## config.mk

```make
export PLATFORM = sky130hd
export DESIGN_NAME = e203_exu_wbck_buf_flat
export DESIGN_NICKNAME = d
export VERILOG_FILES = /design/src/rtl/e203_exu_wbck_buf_pkg.sv /design/src/rtl/e203_exu_wbck_buf_if.sv /design/src/rtl/e203_exu_wbck_buf_fifo.sv /design/src/rtl/e203_exu_wbck_buf.sv /design/src/flat_wrapper.sv
export SDC_FILE = /design/constraint.sdc
export NUM_CORES = 1
export LEC_CHECK = 0
export BUFFER_PORTS_ARGS = -buffer_cell sky130_fd_sc_hd__buf_2
export CORE_UTILIZATION = 48
export DETAILED_ROUTE_END_ITERATION = 10
export MAX_ROUTING_LAYER = met4
export PLACE_DENSITY = 0.76
export SETUP_SLACK_MARGIN = 0.1
export SLEW_MARGIN = 30
export SYNTH_ARGS = -nofsm -noshare
export SYNTH_HDL_FRONTEND = slang
export SYNTH_SLANG_ARGS = --single-unit
```

## constraint.sdc

```tcl
create_clock -name clk -period 3 [get_ports clk]
set_input_delay 0.9 -clock clk [delete_from_list [all_inputs] [get_ports clk]]
set_output_delay 0.9 -clock clk [all_outputs]
set_load 0.05 [all_outputs]
```

## src/rtl/e203_exu_wbck_buf_pkg.sv

```systemverilog
// Shared widths and the writeback request record for the writeback buffer.
package e203_wbck_pkg;
  localparam int XLEN    = 32;
  localparam int RFIDX_W = 5;

  typedef struct packed {
    logic [RFIDX_W-1:0] idx;
    logic [XLEN-1:0]    dat;
  } wbck_req_t;
endpackage

```

## src/rtl/e203_exu_wbck_buf_if.sv

```systemverilog
// Handshake bundle between the ALU / long-pipe producers, the writeback buffer
// and the regfile write port. master = producer/consumer side, slave = buffer.
interface e203_exu_wbck_buf_if #(
  parameter int XLEN    = 32,
  parameter int RFIDX_W = 5
);
  logic               alu_wbck_valid;
  logic               alu_wbck_ready;
  logic [RFIDX_W-1:0] alu_wbck_idx;
  logic [XLEN-1:0]    alu_wbck_dat;
  logic               lp_wbck_valid;
  logic               lp_wbck_ready;
  logic [RFIDX_W-1:0] lp_wbck_idx;
  logic [XLEN-1:0]    lp_wbck_dat;
  logic               wbck_dest_wen;
  logic [RFIDX_W-1:0] wbck_dest_idx;
  logic [XLEN-1:0]    wbck_dest_dat;
  logic               wbck_busy;

  modport master (
    output alu_wbck_valid, alu_wbck_idx, alu_wbck_dat,
    output lp_wbck_valid, lp_wbck_idx, lp_wbck_dat,
    input  alu_wbck_ready, lp_wbck_ready,
    input  wbck_dest_wen, wbck_dest_idx, wbck_dest_dat, wbck_busy
  );

  modport slave (
    input  alu_wbck_valid, alu_wbck_idx, alu_wbck_dat,
    input  lp_wbck_valid, lp_wbck_idx, lp_wbck_dat,
    output alu_wbck_ready, lp_wbck_ready,
    output wbck_dest_wen, wbck_dest_idx, wbck_dest_dat, wbck_busy
  );
endinterface

```

## src/rtl/e203_exu_wbck_buf_fifo.sv

```systemverilog
// Synchronous FIFO holding long-pipe writeback requests in acceptance order.
// DEPTH must be a power of two so the pointers wrap naturally.
module e203_wbck_fifo
  import e203_wbck_pkg::*;
#(
  parameter int  DEPTH = 2,
  parameter type req_t = wbck_req_t,
  localparam int AW    = $clog2(DEPTH),
  localparam int CW    = AW + 1
) (
  input  logic          clk,
  input  logic          rst,
  input  logic          push,
  input  req_t          push_dat,
  input  logic          pop,
  output logic          full,
  output logic          empty,
  output logic [CW-1:0] count,
  output req_t          head
);
  req_t          mem_q [DEPTH];
  logic [AW-1:0] wptr_q, rptr_q;
  logic [CW-1:0] cnt_q;
  logic          push_en, pop_en;

  assign full    = (cnt_q == CW'(DEPTH));
  assign empty   = (cnt_q == '0);
  assign count   = cnt_q;
  assign head    = mem_q[rptr_q];
  assign push_en = push && !full;
  assign pop_en  = pop && !empty;

  // Storage array; contents are don't-care until written, so no reset.
  always_ff @(posedge clk) begin
    if (push_en) mem_q[wptr_q] <= push_dat;
  end

  // Pointers and occupancy; simultaneous push+pop leaves the count unchanged.
  always_ff @(posedge clk) begin
    if (rst) begin
      wptr_q <= '0;
      rptr_q <= '0;
      cnt_q  <= '0;
    end else begin
      if (push_en) wptr_q <= wptr_q + AW'(1);
      if (pop_en)  rptr_q <= rptr_q + AW'(1);
      case ({push_en, pop_en})
        2'b10:   cnt_q <= cnt_q + CW'(1);
        2'b01:   cnt_q <= cnt_q - CW'(1);
        default: cnt_q <= cnt_q;
      endcase
    end
  end
endmodule

```

## src/rtl/e203_exu_wbck_buf.sv

```systemverilog
// Writeback producer for the integer regfile write port. Buffered long-pipe
// results have strict priority over single-cycle ALU results; the regfile
// write outputs are registered. Optional same-cycle forwarding of the pending
// write is enabled by defining E203_WBCK_FWD_EN.
module e203_exu_wbck_buf
  import e203_wbck_pkg::*;
#(
  parameter int  XLEN     = e203_wbck_pkg::XLEN,
  parameter int  RFIDX_W  = e203_wbck_pkg::RFIDX_W,
  parameter int  LP_DEPTH = 2,
  localparam int CW       = $clog2(LP_DEPTH) + 1
) (
  input  logic                 clk,
  input  logic                 rst,
  e203_exu_wbck_buf_if.slave   bus
`ifdef E203_WBCK_FWD_EN
  ,
  input  logic [RFIDX_W-1:0]   fwd_idx,
  output logic                 fwd_hit,
  output logic [XLEN-1:0]      fwd_dat
`endif
);
  typedef struct packed {
    logic [RFIDX_W-1:0] idx;
    logic [XLEN-1:0]    dat;
  } req_t;

  req_t               lp_req, head, sel_d;
  logic               full, empty, sel_valid_d;
  logic [CW-1:0]      count;
  logic               wen_q;
  logic [RFIDX_W-1:0] idx_q;
  logic [XLEN-1:0]    dat_q;

  assign lp_req = '{idx: bus.lp_wbck_idx, dat: bus.lp_wbck_dat};

  // Long-pipe results always go through the FIFO, so a full FIFO blocks the
  // producer even on a cycle where the head is being popped.
  e203_wbck_fifo #(
    .DEPTH (LP_DEPTH),
    .req_t (req_t)
  ) u_fifo (
    .clk      (clk),
    .rst      (rst),
    .push     (bus.lp_wbck_valid),
    .push_dat (lp_req),
    .pop      (!empty),
    .full     (full),
    .empty    (empty),
    .count    (count),
    .head     (head)
  );

  assign bus.lp_wbck_ready  = !full;
  assign bus.alu_wbck_ready = empty;

  // Select the result to commit: FIFO head first, ALU only when FIFO is empty.
  always_comb begin
    sel_valid_d = 1'b0;
    sel_d       = '0;
    if (!empty) begin
      sel_valid_d = 1'b1;
      sel_d       = head;
    end else if (bus.alu_wbck_valid) begin
      sel_valid_d = 1'b1;
      sel_d       = '{idx: bus.alu_wbck_idx, dat: bus.alu_wbck_dat};
    end
  end

  // Output register; x0 targets are consumed without raising the write enable.
  always_ff @(posedge clk) begin
    if (rst) begin
      wen_q <= 1'b0;
      idx_q <= '0;
      dat_q <= '0;
    end else begin
      wen_q <= sel_valid_d && (sel_d.idx != '0);
      if (sel_valid_d) begin
        idx_q <= sel_d.idx;
        dat_q <= sel_d.dat;
      end
    end
  end

  assign bus.wbck_dest_wen = wen_q;
  assign bus.wbck_dest_idx = idx_q;
  assign bus.wbck_dest_dat = dat_q;
  assign bus.wbck_busy     = (count != '0) || wen_q;

`ifdef E203_WBCK_FWD_EN
  // Expose the write that commits at the next edge to same-cycle readers.
  assign fwd_hit = wen_q && (fwd_idx == idx_q) && (fwd_idx != '0);
  assign fwd_dat = fwd_hit ? dat_q : '0;
`endif
endmodule
```

## src/flat_wrapper.sv

```systemverilog
// flat-port wrapper written by rule: the top's interface ports become plain ports
module e203_exu_wbck_buf_flat import e203_wbck_pkg::*;
#(
  parameter int  XLEN     = e203_wbck_pkg::XLEN,
  parameter int  RFIDX_W  = e203_wbck_pkg::RFIDX_W,
  parameter int  LP_DEPTH = 2,
  localparam int CW       = $clog2(LP_DEPTH) + 1
)
  (clk, rst, bus_alu_wbck_valid, bus_alu_wbck_idx, bus_alu_wbck_dat, bus_lp_wbck_valid, bus_lp_wbck_idx, bus_lp_wbck_dat, bus_alu_wbck_ready, bus_lp_wbck_ready, bus_wbck_dest_wen, bus_wbck_dest_idx, bus_wbck_dest_dat, bus_wbck_busy);
  e203_exu_wbck_buf_if #(.XLEN(XLEN), .RFIDX_W(RFIDX_W)) bus_i ();
  input  logic clk;
  input  logic rst;
  input wire logic [$bits(bus_i.alu_wbck_valid)-1:0] bus_alu_wbck_valid;
  input wire logic [$bits(bus_i.alu_wbck_idx)-1:0] bus_alu_wbck_idx;
  input wire logic [$bits(bus_i.alu_wbck_dat)-1:0] bus_alu_wbck_dat;
  input wire logic [$bits(bus_i.lp_wbck_valid)-1:0] bus_lp_wbck_valid;
  input wire logic [$bits(bus_i.lp_wbck_idx)-1:0] bus_lp_wbck_idx;
  input wire logic [$bits(bus_i.lp_wbck_dat)-1:0] bus_lp_wbck_dat;
  output wire logic [$bits(bus_i.alu_wbck_ready)-1:0] bus_alu_wbck_ready;
  output wire logic [$bits(bus_i.lp_wbck_ready)-1:0] bus_lp_wbck_ready;
  output wire logic [$bits(bus_i.wbck_dest_wen)-1:0] bus_wbck_dest_wen;
  output wire logic [$bits(bus_i.wbck_dest_idx)-1:0] bus_wbck_dest_idx;
  output wire logic [$bits(bus_i.wbck_dest_dat)-1:0] bus_wbck_dest_dat;
  output wire logic [$bits(bus_i.wbck_busy)-1:0] bus_wbck_busy;
  assign bus_i.alu_wbck_valid = bus_alu_wbck_valid;
  assign bus_i.alu_wbck_idx = bus_alu_wbck_idx;
  assign bus_i.alu_wbck_dat = bus_alu_wbck_dat;
  assign bus_i.lp_wbck_valid = bus_lp_wbck_valid;
  assign bus_i.lp_wbck_idx = bus_lp_wbck_idx;
  assign bus_i.lp_wbck_dat = bus_lp_wbck_dat;
  assign bus_alu_wbck_ready = bus_i.alu_wbck_ready;
  assign bus_lp_wbck_ready = bus_i.lp_wbck_ready;
  assign bus_wbck_dest_wen = bus_i.wbck_dest_wen;
  assign bus_wbck_dest_idx = bus_i.wbck_dest_idx;
  assign bus_wbck_dest_dat = bus_i.wbck_dest_dat;
  assign bus_wbck_busy = bus_i.wbck_busy;
  e203_exu_wbck_buf #(.XLEN(XLEN), .RFIDX_W(RFIDX_W), .LP_DEPTH(LP_DEPTH)) u_core (.clk(clk), .rst(rst), .bus(bus_i));
endmodule
```

==> results of run 1 <==
worst max-delay path: stages, from the launching register on:
cell and delay [ns]:
sky130_fd_sc_hd__dfxtp_1 0.37, sky130_fd_sc_hd__or2_1 0.41, sky130_fd_sc_hd__inv_6 0.26, sky130_fd_sc_hd__buf_2 0.31
through the flow:
step	hold slack [ns]	instances	worst slack (ns)	instance area, sq um
global route	0.484	580	0.169	6040
floorplan	0.481	319	0.515	4730
detailed placement	0.453	548	0.709	5390
global placement	0.445	548	0.717	5390
finish	0.457	581	0.262	6040
CTS	0.460	580	0.227	6040
path summary, 6_finish.rpt:
check / startpoint / endpoint / slack, ns / cells after the start
worst min register to register: u_core.bus.wbck_dest_idx[2] / u_core.bus.wbck_dest_idx[2] / 0.46 / 2
worst max-delay path: u_core.u_fifo.count[0] / bus_alu_wbck_ready / 0.26 / 3
worst max register to register: u_core.u_fifo.count[0] / u_core.bus.wbck_dest_dat[20] / 1.06 / 5
worst min-delay path: u_core.bus.wbck_dest_idx[2] / u_core.bus.wbck_dest_idx[2] / 0.46 / 2
placed cells by master, fill, tap and decap left out, types with 3 or more instances in the layout:
cell,n
sky130_fd_sc_hd__a311oi_1,3
sky130_fd_sc_hd__a211oi_1,34
sky130_fd_sc_hd__nor2_1,9
sky130_fd_sc_hd__nor2b_1,32
sky130_fd_sc_hd__dfxtp_1,42
sky130_fd_sc_hd__mux2i_1,37
sky130_fd_sc_hd__edfxtp_1,74
sky130_fd_sc_hd__buf_4,7
sky130_fd_sc_hd__clkinvlp_4,4
sky130_fd_sc_hd__bufinv_16,6
sky130_fd_sc_hd__a21oi_1,6
sky130_fd_sc_hd__buf_2,118
sky130_fd_sc_hd__a31oi_1,3
sky130_fd_sc_hd__clkbuf_16,16
sky130_fd_sc_hd__a211oi_2,32
sky130_fd_sc_hd__nand2_1,4
cell families after synthesis:
| group | count (synthesis) | share of synthesized area |
|---|---|---|
| AO/OA/AOI/OAI | 81 | 0.159 |
| XOR/XNOR | 4 | 0.00741 |
| adder cells (fa/ha/maj) | 1 | 0.00265 |
| buffers and inverters | 27 | 0.0389 |
| flip-flops | 117 | 0.652 |
| multiplexers | 37 | 0.0783 |
| AND/OR/NAND/NOR | 52 | 0.0614 |
where the power goes:
group | switching [mW] | internal, mW
Sequential | 0.186 | 2.11
Combinational | 1.66 | 0.681
Clock | 0.681 | 1.51
final cells by class:
type / count / area, sq um / area share
tap: 129 / 161 / 0.0267
sequential: 117 / 3080 / 0.511
inverter: 1 / 8.76 / 0.00145
antenna: 1 / 2.50 / 0.000414
timing repair buffer: 126 / 663 / 0.110
clock buffer: 18 / 418 / 0.0692
clock inverter: 14 / 231 / 0.0383
multi-input combinational: 175 / 1470 / 0.243
synth_stat cells, drive strengths merged:
| cell type | n |
|---|---|
| a211oi | 66 |
| a21oi | 8 |
| a311oi | 3 |
| a31oi | 3 |
| and3 | 1 |
| buf | 15 |
| clkbuf | 11 |
| dfxtp | 43 |
| edfxtp | 74 |
| ha | 1 |
| inv | 1 |
| mux2i | 37 |
| nand2 | 4 |
| nand2b | 1 |
| nor2 | 11 |
| nor2b | 32 |
| o21ai | 1 |
| or2 | 1 |
| or3 | 2 |
| xnor2 | 2 |
| xor2 | 2 |
metal layers:
| metal | wire length [um] | part of all wire | global-route usage |
|---|---|---|---|
| met5 | 0 | 0 | - |
| met4 | 65 | 0.0073 | 0.0680 |
| met3 | 503 | 0.057 | 0.0600 |
| met2 | 4590 | 0.52 | 0.317 |
| met1 | 3700 | 0.42 | 0.211 |
state kept, by name (all words and copies together), names as in the netlist, named ones only:
name,count
u_core.bus.wbck_dest_idx,5
u_core.bus.wbck_dest_wen,1
u_core.u_fifo.rptr_q,1
u_core.u_fifo.mem_q,74
u_core.bus.wbck_dest_dat,32
u_core.u_fifo.wptr_q,1
u_core.u_fifo.count,2
==> results.md, run 1 <==
- The flow ran to the end, and the final reports show no timing, DRC or antenna violations.
- Detailed placement finished with a half-perimeter wire length of 5850 um.
- Dividing the synthesized area by the synthesized cell count gives around 15 sq um.
- The number of antenna violations at the first check in global routing is 0.
- The routed via count divided by cell count is 5.13.
- The standard-cell row count is 35.
- The post-layout minimum cycle time is between 2 and 3 ns.
- The initial core utilization is 0.505.
- The CTS sink count is around 120.
- STA classifies the critical path endpoint as an output pin.
- The number of design-rule violations left by the first detailed-router iteration is slightly above 100.
- CTS built an H-tree with a depth of 4.
- The width of the chip is between 100 and 150 um.
- Across every metal layer, demand over resource in global routing totals 0.189.
- The required arrival time at the worst endpoint is 2.10 ns.
- Setup repair after global routing left no endpoint under its margin.
- After layout, the design draws a total of 6.83 mW.
- Synthesis instantiated 26 different standard cells from the library.
- The final count of hold timing violations is 0.
- The sequential area share after synthesis is 0.652.
- The clock-pin slew on the worst setup and hold paths is ~0.060 ns.
- The number of hold buffers added after CTS was 0.
- Counting every instance in the synthesized netlist gives approximately 320.
- The fraction of final layout cells with drive strength greater than 1 is 0.430.
- Entering global routing, the biggest net connects 38 pins.
- The number of buffers added for setup after CTS is 0.
- The first TritonRoute pass finished after 4 iterations.
- The number of primary I/O pins is between 100 and 150.
- The core region is ~9400 sq um.
- The number of nets produced by synthesis is 398.
- The slew at the pin with the worst max-slew slack is 0.652 ns.
- The largest fanout on the critical path is 26.
- After synthesis the cells add up to between 4000 and 5000 sq um.
- Setup violations remaining at the end of the flow were counted as 0.
- The total detailed-routing wirelength is ~9000 um.
- The largest area contributor in the netlist is sky130_fd_sc_hd__edfxtp_1.
- Max-cap violations in this run came to 0.
- STA classifies the critical path startpoint as a flop.
- The highest ir drop seen on vdd is 888 uV.
- Of the available clock period, the critical path in the final layout requires 0.913.
- Summed over all layers, the global routing overflow is 0.
- The clock latency on the worst-skew pair is about 0.5 ns.
- Dividing total power by cell area gives a power density of 1130 nW/um^2.
- The count of buffers from port buffering is about 120.
- Measured on the finished design, the core utilization comes to 0.644.
- In this run the static leakage power is about 2.4 nW.
- Ranked by total cell area, the synthesized netlist is headed by sky130_fd_sc_hd__edfxtp_1 47%, sky130_fd_sc_hd__dfxtp_1 18%, sky130_fd_sc_hd__a211oi_2 8.5%.
- The maximum root-to-sink buffer count is 2.
- In the final routed layout, each cell accounts on average for between 15 and 20 um.
- The number of global-route vias before repair is between 2,000 and 3,000.
- The filler cells instantiated in the layout total about 710.
- The category of the most critical setup path is reg2out.
- The final weighted congestion of routability-driven global placement is 0.823.
- Gates resized during post-CTS repair numbered 0.
- The number of vias after detailed routing is between 2,000 and 3,000.
- TritonCTS built the clock tree.
- The net count of the finished layout is roughly 520.
- The total negative setup slack is 0 ns.
- The TritonCTS buffer count is 17.
- The max-slew violation count is 0.
- The relative slew slack is 0.565.
- The detail route stage leaves a number of antenna-violating nets equal to 0.
- The data arrival time at the worst-slack endpoint is approximately 1.8 ns.
- The path class of the tightest hold or removal check is reg2reg.
- The layout-stage area growth over the synthesis result is 27.7%.
- For this run, the top clock speed supported by timing is between 300 and 400 MHz.
- The die covers roughly 10,000 sq um.
- CTS placed an instance of sky130_fd_sc_hd__clkbuf_8 at the clock tree root.
- The final worst clock skew is 0.0153 ns.
- The die span in y is ~100 um.
- The global-route wire length before repair is 13,800 um.
- The Yosys step of the flow raised 0 warnings.
- The share of the synthesized area in the top cell type is 0.470.
- The detailed-route DRC error count is 0.
- In this run, synthesis produced a sequential element count of roughly 120.
(Power assumes the default switching activity.)
==> run 2, diff against run 1 <==
Settings changed: ABC_AREA set to 1, CORE_UTILIZATION 48 to 47, PLACE_DENSITY 0.76 to 0.75.
==> run 2 against run 1 <==
Total power is 0.54% lower. Setup slack better by 0.31 ns. Sequential share of layout area is 0.71 points higher. First-iteration DRC count is 96% higher. Die area is 0.95% higher.
==> results.md, run 2 <==
- The met3 usage came to 0.0594 (-0.000690).
- The data arrival time at the worst-slack endpoint was 1.53 ns (-0.31 ns).
- The share of flip-flops with an asynchronous set or reset after synthesis was 0 (unchanged).
- The die span in y was 102 um (+0.47%).
- In this run the critical register-to-register path is captured at u_core.bus.wbck_dest_dat[30].
- The commonest cells after synthesis are 131 x sky130_fd_sc_hd__nand2_1, 74 x sky130_fd_sc_hd__edfxtp_1, 48 x sky130_fd_sc_hd__a21oi_1, 43 x sky130_fd_sc_hd__dfxtp_1, 19 x sky130_fd_sc_hd__a21oi_2.
- The detailed-route DRC error count came to 0 (unchanged).
- The count of instances resized after the clock tree is built was 0 (unchanged).
- The global-route wire length before repair is 16,400 um (+19%).
- The number of logic stages on the critical path including buffering is 4 (+1).
- The number of antenna violations at the first check in global routing is 0 (unchanged).
- Traced cell by cell, the critical path runs through inv_1 > nand2_2 > or2_2 > buf_2.
- The flow ran to the end, and the final reports show no timing, DRC or antenna violations.
- The post-placement cell area was 5360 sq um (-0.51%).
- The total negative setup slack was 0 ns (unchanged).
- The area taken by multi-input logic gates is 1390 sq um (-5.2%).
- The category of the most critical setup path is reg2out.
- The number of nets produced by synthesis is 493 (+24%).
- The proportion of power drawn by combinational gates was 0.367 (+0.025).
- The final non-filler cell area is 5960 sq um (-1.4%).
- The quantity of hold-fixing buffers added after cts is 0 (unchanged).
- The global-route usage over all layers is 0.225 (+0.0359).
- The flip-flop and latch area came to 3080 sq um (unchanged).
- The power share of the sequential group came to 0.335 (-0.002).
- The post-detailed-route wirelength per cell is 15.5 um (+1.8%).
- The max-slew violation count is 0 (unchanged).
- The delay contributed by the slowest stage of the critical path came to 0.35 ns (-0.06 ns).
- The largest area contributor in the netlist is sky130_fd_sc_hd__edfxtp_1.
- The cell type of the slowest stage on the worst timing path is sky130_fd_sc_hd__dfxtp_1.
- The number of global-route vias before repair came to 3,422 (+18%).
- The number of buffers added for setup after CTS was 0 (unchanged).
- In the layout the commonest cells are 131 x sky130_fd_sc_hd__nand2_1, 118 x sky130_fd_sc_hd__buf_2, 74 x sky130_fd_sc_hd__edfxtp_1.
- The number of design-rule violations left by the first detailed-router iteration is 202 (+96%).
- The routed via count divided by cell count came to 5.09 (-0.61%).
- The count of buffers from port buffering was 118 (unchanged).
- Setup repair after global routing left no endpoint under its margin.
- The share of the synthesized area in the top cell type is 0.475 (+0.00541).
- The count of cell types in the netlist is 25 (-3.8%).
- In this run the clock root is driven by a sky130_fd_sc_hd__clkbuf_8.
- The standard-cell row count came to 36 (+2.9%).
- The largest net degree at the start of global routing was 42 (+11%).
- The mean area per synthesized cell is 11.3 sq um (-24%).
- The number of primary I/O pins is 119 (unchanged).
- The fraction of power spent switching nets came to 0.397 (+0.0269).
- The cell area after synthesis is 4670 sq um (-1.1%).
- The overall die area is 10,300 sq um (+0.95%).
- The final antenna-violating net count was 0 (unchanged).
- The switching power total is 2.69 mW (+6.7%).
- The final weighted congestion of routability-driven global placement is 0.795 (-3.4%).
- The slew at the pin with the worst max-slew slack came to 0.717 ns (+0.0642 ns).
- The number of max-cap violations is 0 (unchanged).
- TritonCTS built the clock tree.
- The aggregate global routing overflow was 0 (unchanged).
- The library cell with the highest instance count after synthesis is sky130_fd_sc_hd__nand2_1.
- The largest fanout on the critical path is 3 (-88%).
- The top cell family by delay on the critical path is flip-flops.
- More flip-flops sit in one register than any other, and that register is u_core.u_fifo.mem_q.
- The most frequent standard cell in the layout excluding fill and tap cells is sky130_fd_sc_hd__nand2_1.
- The sequential area share after synthesis is 0.660 (+0.00750).
- The worst slack at placement came to 0.745 ns (+0.0362 ns).
- The TritonCTS buffer count was 17 (unchanged).
- The type of destination of the critical path is an output pin.
- The count of fill cells added during filler insertion was 783 (+9.8%).
- The number of synthesized flops with an enable pin is 74 (unchanged).
- The relative slew slack is 0.522 (-0.0435).
- The fraction of final layout cells with drive strength greater than 1 was 0.359 (-0.0712).
- The number of H-tree levels is 4 (unchanged).
- The maximum root-to-sink buffer count is 2 (unchanged).
- The final worst setup slack is 0.575 ns (+0.313 ns).
- The required arrival time at the worst endpoint is 2.10 ns (about the same).
- The count of TritonRoute iterations in the first routing pass is 5 (+1).
- The highest ir drop seen on vdd is 654 uV (-26%).
- The flip-flop count of the largest register, all copies and words added was 74 (unchanged).
- The layout-stage area growth over the synthesis result is 27.4%.
- The number of vias after detailed routing was 3,459 (+16%).
- The clock latency on the worst-skew pair is 0.50 ns (about the same).
- The first element of the critical path is u_core.u_fifo.count[1].
- The final count of hold timing violations came to 0 (unchanged).
- The total power divided by cell area is 1140 nW/um^2 (+0.84%).
- The final worst clock skew was 0.00657 ns (-0.00869 ns).
- The number of setup violations in the final report is 0 (unchanged).
- The launch point of the worst reg-to-reg path is u_core.u_fifo.count[0].
- The worst hold path belongs to the class reg2reg.
- The maximum clock frequency is 412 MHz (+13%).
- The initial core utilization is 0.483 (-0.0219).
- The core footprint was 9680 sq um (+3.3%).
- The post-layout minimum cycle time is 2.43 ns (-0.313 ns).
- The width of the chip came to 102 um (+0.47%).
- The met2 routing resource usage after global routing came to 0.380 (+0.0633).
- The cell-internal power was 4.10 mW (-4.8%).
- The total of warnings raised by yosys was 0 (unchanged).
- The clock-pin slew on the worst setup and hold paths was 0.05 ns (about the same).
- The net count of the finished layout is 612 (+18%).
- Yosys attributes the largest share of cell area to sky130_fd_sc_hd__edfxtp_1 48%, sky130_fd_sc_hd__dfxtp_1 18%, sky130_fd_sc_hd__nand2_1 11%.
- The leakage power figure came to 2.50 nW (+5.7%).
- The flop and latch count out of synthesis is 117 (unchanged).
- The CTS sink count is 117 (unchanged).
- The total detailed-routing wirelength is 10,500 um (+19%).
- The period utilization is 0.808 (-0.104).
- The count of cells along the worst register-to-register path was 6 (+1).
- The buffering stage count on the worst path with inverters included came to 2 (unchanged).
- The power share of the clock group is 0.298 (-0.023).
- Among all flip-flop cells after synthesis, the most frequent one is sky130_fd_sc_hd__edfxtp_1.
- The register-to-register setup slack is 1.04 ns (-0.02 ns).
- The sum of net half-perimeters after detailed placement is 6820 um (+16%).
- The critical path ends at bus_wbck_busy.
- The antenna cell count is 0 (-1).
- The layer carrying the most global-route usage is met2.
- The global routing met1 resource utilization is 0.248 (+0.0361).
- STA classifies the critical path startpoint as a flop.
- The cell count after synthesis is 414 (+30%).
run 2: cell count changes after synthesis, sizes merged, moves of 5 or more:
| cell | before | now |
|---|---|---|
| a211oi | 66 | 30 |
| mux2i | 37 | 0 |
| inv | 1 | 12 |
| buf | 15 | 22 |
| nand3 | 0 | 6 |
| a21oi | 8 | 67 |
| nor2b | 32 | 0 |
| o211ai | 0 | 5 |
| nand2 | 4 | 132 |
| clkbuf | 11 | 5 |
run 2: power by group through the flow:
stage          Clock [mW]  Combinational [mW]  Sequential [mW]
3_3_place_gp            0                2.45             2.29
4_1_cts              2.04                2.51             2.28
2_1_floorplan           0                1.26             3.02
6_report             2.02                2.49             2.28
3_5_place_dp            0                2.49             2.30
5_1_grt              2.12                2.70             2.31
run 2: worst min path at each step:
stage | from | to | slack (ns) | cells past startpoint
2_1_floorplan | u_core.u_fifo.rptr_q | flop | 0.43 | 1
3_3_place_gp | u_core.u_fifo.rptr_q | flop | 0.43 | 1
3_5_place_dp | u_core.u_fifo.rptr_q | flop | 0.44 | 1
4_1_cts | u_core.u_fifo.rptr_q | flop | 0.48 | 1
5_1_grt | u_core.u_fifo.rptr_q | flop | 0.52 | 1
6_report | u_core.u_fifo.rptr_q | flop | 0.48 | 1
run 2: per-stage QoR:
stage / hold slack, ns / utilization / power (mW) / std cells
6_report: 0.478 / 0.615 / 6.79 / 679
5_1_grt: 0.520 / 0.615 / 7.14 / 679
4_1_cts: 0.476 / 0.615 / 6.83 / 679
3_5_place_dp: 0.441 / 0.553 / 4.79 / 647
3_3_place_gp: 0.429 / 0.553 / 4.74 / 647
2_1_floorplan: 0.426 / - / 4.28 / 414
run 2: kinds of logic after synthesis:
group,synth area share
AO/OA/AOI/OAI,0.166
XOR/XNOR,0.00187
adder cells (fa/ha/maj),0.00268
buffers and inverters,0.0466
flip-flops,0.660
AND/OR/NAND/NOR,0.124
run 2: area by class of cell:
class / count / share of cell area
inverter: 12 / 0.00756
multi-input combinational: 258 / 0.234
clock inverter: 10 / 0.0258
sequential: 117 / 0.518
timing repair buffer: 127 / 0.113
clock buffer: 22 / 0.0744
tap: 133 / 0.0279
run 2: worst register-to-register path, cell delays in order, from the launching register on:
cell,delay [ns]
sky130_fd_sc_hd__dfxtp_1,0.38
sky130_fd_sc_hd__nor2_4,0.16
sky130_fd_sc_hd__buf_4,0.44
sky130_fd_sc_hd__nand2_1,0.42
sky130_fd_sc_hd__nand2_1,0.19
sky130_fd_sc_hd__o21ai_0,0.10
sky130_fd_sc_hd__nor3_1,0.18
run 2: metal layers:
layer,routed length [um],vias to the layer above
met1,4270,1626
met4,142,0
met5,0,-
met2,5410,128
li1,-,1693
met3,703,12
